**config.mk**
```make
export PLATFORM = sky130hd
export DESIGN_NAME = send_scheduler
export DESIGN_NICKNAME = d
export VERILOG_FILES = /design/src/rtl/send_scheduler_pkg.sv /design/src/rtl/send_scheduler_msg_fifo.sv /design/src/rtl/send_scheduler.sv
export SDC_FILE = /design/constraint.sdc
export NUM_CORES = 1
export LEC_CHECK = 0
export ABC_CLOCK_PERIOD_IN_PS = 7400
export CORE_MARGIN = 4
export CORE_UTILIZATION = 30
export CTS_CLUSTER_DIAMETER = 50
export DETAILED_ROUTE_END_ITERATION = 7
export PLACE_DENSITY_LB_ADDON = 0.2
export SLEW_MARGIN = 5
export SYNTH_ARGS = -nofsm -noshare
export SYNTH_HDL_FRONTEND = slang
export SYNTH_SLANG_ARGS = --single-unit
export TNS_END_PERCENT = 10
```
**constraint.sdc**
```tcl
create_clock -name clk -period 7.4 [get_ports clk]
set_input_delay 1.85 -clock clk [delete_from_list [all_inputs] [get_ports clk]]
set_output_delay 1.85 -clock clk [all_outputs]
set_load 0.01 [all_outputs]
```
**src/rtl/send_scheduler_pkg.sv**
```systemverilog
// send_scheduler_pkg: message layout and dispatch states shared by the send scheduler
//   MSG_W   : packed message width
//   msg_t   : {msg_type, block_x, block_y, card, sel_len, move_dir}, msg_type in the MSBs
//   state_t : dispatch FSM states
package send_scheduler_pkg;
    localparam int MSG_W = 22;
    typedef struct packed {
        logic [3:0] msg_type;
        logic [4:0] block_x;
        logic [2:0] block_y;
        logic [5:0] card;
        logic [2:0] sel_len;
        logic       move_dir;
    } msg_t;
    typedef enum logic [2:0] {S_IDLE, S_LAUNCH, S_WAIT_BUSY, S_WAIT_DONE, S_GAP} state_t;
endpackage

```
**src/rtl/send_scheduler_msg_fifo.sv**
```systemverilog
// msg_fifo: DEPTH-entry message FIFO with show-ahead head
//   clk, rst (async, active-low)
//   push/din  : write an entry (ignored when full)
//   pop/dout  : dout is the current head; pop drops it (ignored when empty)
//   full, empty, count : occupancy status
module msg_fifo import send_scheduler_pkg::*; #(
    parameter int DEPTH = 4,
    parameter int AW = $clog2(DEPTH)
) (
    input  logic        clk,
    input  logic        rst,
    input  logic        push,
    input  logic        pop,
    input  msg_t        din,
    output msg_t        dout,
    output logic        full,
    output logic        empty,
    output logic [AW:0] count
);
    msg_t mem [DEPTH];
    logic [AW-1:0] wr_ptr, rd_ptr;
    logic do_push, do_pop;
    assign full = count == (AW+1)'(DEPTH);
    assign empty = count == '0;
    assign do_push = push && !full;
    assign do_pop = pop && !empty;
    assign dout = mem[rd_ptr];
    always_ff @(posedge clk or negedge rst)
        if (!rst) begin
            wr_ptr <= '0;
            rd_ptr <= '0;
            count <= '0;
        end else begin
            wr_ptr <= do_push ? wr_ptr + AW'(1) : wr_ptr;
            rd_ptr <= do_pop ? rd_ptr + AW'(1) : rd_ptr;
            count <= count + (AW+1)'(do_push) - (AW+1)'(do_pop);
        end
    always_ff @(posedge clk)
        if (do_push) mem[wr_ptr] <= din;
endmodule

```
**src/rtl/send_scheduler.sv**
```systemverilog
// send_scheduler: round-robin message arbiter, FIFO and one-at-a-time launcher for the sender
//   clk, rst (async, active-low)
//   req_valid/req_msg/req_grant : NREQ requesters, message i at [22i+:22], grant is a 1-cycle pulse
//   sender_busy                 : sender is transmitting
//   ctrl_en + ctrl_*            : launch pulse and registered head-of-FIFO fields
//   fifo_count, timeout_err     : occupancy and sticky start/done timeout flag
module send_scheduler import send_scheduler_pkg::*; #(
    parameter int NREQ = 2,
    parameter int DEPTH = 4,
    parameter int START_TO = 64,
    parameter int DONE_TO = 2**20,
    parameter int GAP = 4
) (
    input  logic                     clk,
    input  logic                     rst,
    input  logic [NREQ-1:0]          req_valid,
    input  logic [NREQ*MSG_W-1:0]    req_msg,
    output logic [NREQ-1:0]          req_grant,
    input  logic                     sender_busy,
    output logic                     ctrl_en,
    output logic [3:0]               ctrl_msg_type,
    output logic [4:0]               ctrl_block_x,
    output logic [2:0]               ctrl_block_y,
    output logic [5:0]               ctrl_card,
    output logic [2:0]               ctrl_sel_len,
    output logic                     ctrl_move_dir,
    output logic [$clog2(DEPTH):0]   fifo_count,
    output logic                     timeout_err
);
    localparam int PW = NREQ > 1 ? $clog2(NREQ) : 1;
    localparam int TMAX = DONE_TO > START_TO ? DONE_TO : START_TO;
    localparam int CW = $clog2(TMAX) + 1;
    logic [NREQ-1:0] elig, grant_n;
    logic [PW-1:0] rr_ptr, win;
    logic found, room, full, empty, pop, err_n;
    msg_t stage, head, ctrl;
    state_t state, state_n;
    logic [CW-1:0] cnt;
    // A requester still shows valid during its grant cycle; mask it so it is not granted twice.
    // The granted message is staged and pushed one cycle later, so that pending push counts against room.
    always_comb begin
        elig = req_valid & ~req_grant;
        win = '0;
        found = 1'b0;
        for (int k = NREQ - 1; k >= 0; k--)
            if (elig[(int'(rr_ptr) + k) % NREQ]) begin
                win = PW'((int'(rr_ptr) + k) % NREQ);
                found = 1'b1;
            end
        room = !full && (int'(fifo_count) + int'(|req_grant) < DEPTH);
        grant_n = (found && room) ? NREQ'(1) << win : '0;
    end
    always_ff @(posedge clk or negedge rst)
        if (!rst) begin
            req_grant <= '0;
            rr_ptr <= '0;
            stage <= '0;
        end else begin
            req_grant <= grant_n;
            if (|grant_n) begin
                rr_ptr <= PW'((int'(win) + 1) % NREQ);
                stage <= req_msg[int'(win)*MSG_W +: MSG_W];
            end
        end
    msg_fifo #(.DEPTH(DEPTH)) u_fifo (
        .clk(clk),
        .rst(rst),
        .push(|req_grant),
        .pop(pop),
        .din(stage),
        .dout(head),
        .full(full),
        .empty(empty),
        .count(fifo_count)
    );
    always_comb begin
        state_n = state;
        pop = 1'b0;
        err_n = 1'b0;
        case (state)
            S_IDLE: state_n = (!empty && !sender_busy) ? S_LAUNCH : S_IDLE;
            S_LAUNCH: state_n = S_WAIT_BUSY;
            S_WAIT_BUSY:
                if (sender_busy) state_n = S_WAIT_DONE;
                else if (cnt == CW'(START_TO - 1)) begin
                    err_n = 1'b1;
                    pop = 1'b1;
                    state_n = S_GAP;
                end
            S_WAIT_DONE:
                if (!sender_busy || cnt == CW'(DONE_TO - 1)) begin
                    err_n = sender_busy;
                    pop = 1'b1;
                    state_n = S_GAP;
                end
            S_GAP: state_n = (cnt == CW'(GAP - 1)) ? S_IDLE : S_GAP;
            default: state_n = S_IDLE;
        endcase
    end
    // One shared saturating counter restarts on every state change except LAUNCH->WAIT_BUSY,
    // so the start timeout is measured from the ctrl_en cycle itself.
    always_ff @(posedge clk or negedge rst)
        if (!rst) begin
            state <= S_IDLE;
            cnt <= '0;
            timeout_err <= 1'b0;
            ctrl <= '0;
        end else begin
            state <= state_n;
            cnt <= (state_n != state && state != S_LAUNCH) ? '0 : (&cnt ? cnt : cnt + CW'(1));
            timeout_err <= timeout_err | err_n;
            if (state == S_IDLE && state_n == S_LAUNCH) ctrl <= head;
        end
    assign ctrl_en = state == S_LAUNCH;
    assign {ctrl_msg_type, ctrl_block_x, ctrl_block_y, ctrl_card, ctrl_sel_len, ctrl_move_dir} = ctrl;
endmodule

```
======== Yosys cells after proc, flatten, opt, wreduce, memory -nomap -nowiden ========
Memory sizes are Yosys's and may differ from the RTL's. A register that Yosys moved wholly into a read port is not among the register bits.
Index checks and enable logic that the tools add are counted.
cells by class
  add/sub/neg operators ................... 8
  multipliers ............................. 1
  order comparisons ....................... 3
  eq/ne operators ......................... 12
  shift-type cells ........................ 2
  muxes and demuxes ....................... 26
  bitwise operators ....................... 4
  reduce and logical (&&, ||, !) cells .... 17
operators with widths
  kind                                                                          count
  44-bit by 7-bit indexed part select with 22-bit output                        1
  21-bit 2-to-1 mux                                                             2
  21-bit by 1-bit adder with 21-bit output, second input constant               1
  21-bit by 2-bit == test with 1-bit output, second input constant              1
  21-bit by 20-bit == test with 1-bit output, second input constant             1
  21-bit by 6-bit == test with 1-bit output, second input constant              1
  21-bit AND reduction                                                          1
  1-bit 2-to-1 mux                                                              16
  3-bit one-hot mux with 5 select lines                                         1
  3-bit 2-to-1 mux                                                              4
  1-bit logical AND                                                             7
  3-bit by 1-bit == test with 1-bit output, second input constant               2
  3-bit by 2-bit == test with 1-bit output, second input constant               2
  3-bit == test, second input constant                                          2
  3-bit logical NOT                                                             2
  1-bit by 4-bit multiplier with 5-bit output, second input constant            1
  2-bit by 1-bit adder with 2-bit output, second input constant                 2
  3-bit by 1-bit adder with 4-bit output                                        1
  1-bit logical NOT                                                             4
  4-bit by 3-bit less-than comparator with 1-bit output, second input constant  1
  1-bit one-hot mux with 2 select lines                                         2
  2-bit OR reduction                                                            2
  3-bit by 1-bit adder with 3-bit output                                        1
  2-bit by 3-bit less-than comparator with 1-bit output, second input constant  1
  other kinds (13)                                                              14
word-level totals
  flip-flop bits (word level) ............. 57
  bits in writable memories ............... 88
  output and inout port bits .............. 29
  word-level logic and storage cells ...... 88
  memories kept ........................... 1
memory list
  memory      depth  width  read ports  clocked after Yosys merged registers in  wr ports  RTL line                       text
  u_fifo.mem  4      22     1           1                                        1         send_scheduler_msg_fifo.sv:20  msg_t mem [DEPTH];

======== Logic depth before layout (Yosys ltp) ========
  depth after elaboration ................. 10
  mapped depth ............................ 11

======== Modules after synthesis ========
Synthesis repeated with hierarchy kept, for this count alone.
unflattened totals
  cell total of the unflattened synthesis .. 479
  area total of the unflattened synthesis .. 7229.4 µm²
by module, submodules not included
  module          instances  cells each  area each (µm²)  sequential area each (µm²)
  msg_fifo        1          157         3677.3           2817.7
  send_scheduler  1          322         3552.2           1801.7

======== Least setup slack after synthesis ========
OpenSTA, ideal clock, no wires.
  kind .................................... input to register
  start point ............................. input sender_busy
  end point ............................... register u_fifo.count[2]
  arrival time ............................ 3503 ps
  required time ........................... 7278 ps
  setup slack ............................. 3775 ps
  cell stages on the path ................. 10
  cell sequence ........................... buf_6 inv_1 a31oi_1 nor4_2 ha_1 inv_1 ha_1 inv_1 fa_1 xor2_1
between the ends
  cells in the longest elaborated chain, start to end .. 6
  elaborated cells between the ends (all ways) .. 7
  those cells by class .................... add/sub: 1; mux: 3; reduce/logical: 3
ends and longest elaborated chain
  item                                             RTL line                       text
  start: declaration                               send_scheduler.sv:19           input logic sender_busy,
  1-bit logical NOT                                send_scheduler.sv:91           if (!sender_busy || cnt == CW'(DONE_TO - 1)) begin
  1-bit logical OR                                 send_scheduler.sv:91
  1-bit 2-to-1 mux                                 send_scheduler.sv:91
  1-bit one-hot mux with 2 select lines (*)        send_scheduler.sv:80           case (state)
  1-bit logical AND (*)                            send_scheduler_msg_fifo.sv:26  assign do_pop = pop && !empty;
  via u_fifo.do_pop                                send_scheduler_msg_fifo.sv:22  logic do_push, do_pop;
  3-bit by 1-bit subtractor with 3-bit output (*)  send_scheduler_msg_fifo.sv:36  count <= count + (AW+1)'(do_push) - (AW+1)'(do_pop);
  end signal: assignment                           send_scheduler_msg_fifo.sv:36
  end: declaration                                 send_scheduler_msg_fifo.sv:18  output logic [AW:0] count
The timed path passes the listed nets; every way through them passes the cells marked *.
A chain may end at the register's enable or synchronous reset.

======== Worst setup path after layout ========
  start point ............................. register state[0]
  end point ............................... output ctrl_en
between the ends
  cells in the longest elaborated chain, start to end .. 1
ends and longest elaborated chain
  item                                      RTL line               text
  start: declaration                        send_scheduler.sv:37   state_t state, state_n;
  start signal: assignment                  send_scheduler.sv:109  state <= state_n;
  3-bit by 1-bit == test with 1-bit output  send_scheduler.sv:114  assign ctrl_en = state == S_LAUNCH;
  end: declaration                          send_scheduler.sv:20   output logic ctrl_en,
Every way passes these cells.

==> impl_metrics.toml <==
[outcome]
status = "complete, no violations"

[clock_network]
cts_resized = 0
cts.sinks = 167
numCtsBuffers = 17
cts_root_buffer = "clkbuf_16"
clkLatencyLatePin_ns = 0.43
post_cts_buffers = 0
path_clk_slew_ns = 0.06
clockBufferDepth = 2
cts_hold_buffers = 0
htreeDepth = 4
cts_tree = "built"

[setup_path]
r2r-end = "u_fifo.count[2]"
critPathArrivalTime_ns = 2.12
crit_path_start_kind = "register"
end_kind = "output port"
r2r_start = "cnt[0]"
cp_max_fo = 9
rrSetupSlack_ns = 4.15
required_ns = 5.55
r2r_cells = 11
critPathKind = "register to output port"

[run]
maxCapViolations = 0

[floorplanning]
fp-row-count = 56
coreArea_mm2 = 0.0234
fp.dieH_um = 162
start_util_pct = 30.3
die_w_um = 162
io_pins = 78
dieArea_mm2 = 0.0262

[placed_design]
place_hpwl_um = 9810
port_buffers = 77
gp_congestion = 0.802
placed_cell_area_mm2 = 0.00823

[synth]
yosys.area.top_type = "edfxtp_1"
synthFlopType = "edfxtp_1"
synthTopCellsByArea = "edfxtp_1 (37%), dfrtp_1 (28%), mux4_2 (7.0%)"
synth_warnings = 0
ys_types = 54
avgSynthCellArea_um2 = 14.8
syn_nets = 537
synth_edf_count = 88
syn_inst = 479
ys_ff_latch = 167
yosysSeqAreaShare_pct = 65.1
async_flop_share_pct = 47.3
syn_area_mm2 = 0.00710
synth_common_cells = "edfxtp_1 (88), dfrtp_1 (79), nor2_1 (49), a21oi_1 (35), mux2i_1 (23)"
synth.most_common_cell = "edfxtp_1"
netlist.area_leader.share_pct = 37.2

[detailed_routing]
vias = 4155
wl_met1_um = 6810
wl_um = 15000
route.met3.wl_um = 497
route.antenna.remaining_nets = 0
first_pass_iters = 4
vias_per_cell = 4.65
drc_errors = 0
wl_per_cell_um = 16.7
wl_met2_um = 7490
drt_iter0_drc = 176
top_layer = "met4"

[min_path]
hold_depth = 1
worstHoldEndpoint = "timeout_err"
hp-class = "register to register"
min_from = "timeout_err"

[power_and_ir_drop]
cellLeakagePower_nw = 3.19
power_density_mw_per_mm2 = 387
peakVddDrop_v = 0.000137
power_mw = 3.38

[cells_and_area]
fill_cells = 2274
final_area_mm2 = 0.00875
drive_above_1_share_pct = 17.1
num_antenna_cells = 0
final_net_count = 619
area_delta_synth_final_pct = 23.4

[grt]
gr-total-overflow = 0
grt_usage_pct = 11.9
grt_pass1_vias = 4452
grt_max_degree = 47
grt_pass1_wl_um = 24300
antenna_found_initial = 0

[sta]
finClkSkew_ns = 0.0120
rsz0062_at_grt = "no"
setup_violations = 0
fmax_mhz = 252
maxSlewViolCount = 0
slew-limit-headroom_pct = 29.0
hold_violations = 0
final.setup.tns_ns = 0
worst_pin_slew_ns = 1.06
post-route-period-util_pct = 53.6
period_minus_slack_ns = 3.97
## registers in the layout (all words and copies together) (netlist names), 2 cells and up
| name | cells |
|---|---|
| u_fifo.mem | 88 |
| stage | 22 |
| cnt | 21 |
| ctrl_card | 6 |
| ctrl_block_x | 5 |
| ctrl_msg_type | 4 |
| ctrl_block_y | 3 |
| ctrl_sel_len | 3 |
| state | 3 |
| u_fifo.count | 3 |
| req_grant | 2 |
| u_fifo.rd_ptr | 2 |
| u_fifo.wr_ptr | 2 |
## per-stage QoR
step                worst slack, ns  utilization (%)  instances  hold slack [ns]
floorplan                      3.78                -        479            0.467
global placement               3.21             35.2        861            0.461
detailed placement             3.16             35.2        861            0.465
CTS                            3.41             37.4        893            0.483
global route                   3.32             37.4        893            0.499
finish                         3.43             37.4        893            0.475
## report_power, final
group          switching, mW  total, mW  internal [mW]  leakage (nW)
Clock                  0.356      0.796          0.440         0.255
Sequential             0.226       1.57           1.34          1.75
Combinational          0.504       1.02          0.514          1.18
## worst max path at each step
stage / endpoint / slack (ns) / cells past startpoint / start
floorplan: u_fifo.count[2] / 3.78 / 10 / sender_busy
global placement: u_fifo.count[2] / 3.21 / 10 / sender_busy
detailed placement: u_fifo.count[2] / 3.16 / 10 / sender_busy
CTS: ctrl_en / 3.41 / 2 / state[0]
global route: ctrl_en / 3.32 / 2 / state[0]
finish: ctrl_en / 3.43 / 2 / state[0]
## layer usage
metal,global-route usage (%),vias up
li1,-,1968
met1,14.9,2091
met5,0,-
met4,3.38,0
met3,2.99,12
met2,20.5,84
## cell usage in the layout, fill, tap and decap left out, types with 10 or more instances in the layout
cell,n
mux2_2,22
inv_1,14
nor3_1,10
mux2i_1,23
mux4_2,22
a21oi_1,35
clkdlybuf4s50_1,76
dfrtp_1,78
clkbuf_16,17
nor2_1,48
nand2_1,12
edfxtp_1,88
## logic make-up (layout without fill, tap and decap cells)
family	after synthesis	in the layout	synth area share, %
flip-flops	167	167	65.1
adder cells (fa/ha/maj)	9	9	1.69
AND/OR/NAND/NOR	123	123	10.0
buffers and inverters	35	130	2.15
XOR/XNOR	16	16	1.97
multiplexers	67	67	13.7
AO/OA/AOI/OAI	62	62	5.38
## worst max-delay path: stages, from the launching register on
cell             delay, ns
dfrtp_1               0.49
nor3b_1               0.53
clkdlybuf4s50_1       0.67
## area by class of cell
cell class              count  area, um^2  share of cell area, %
clock buffers              22         454                   5.19
clock inverters            10        73.8                  0.843
inverters                  14        52.6                  0.600
multi-input cells         277        2330                   26.7
flip-flops and latches    167        4620                   52.8
well taps                 319         399                   4.56
repair buffers             84         821                   9.38
Note: power is estimated with default switching activity, not from simulation.
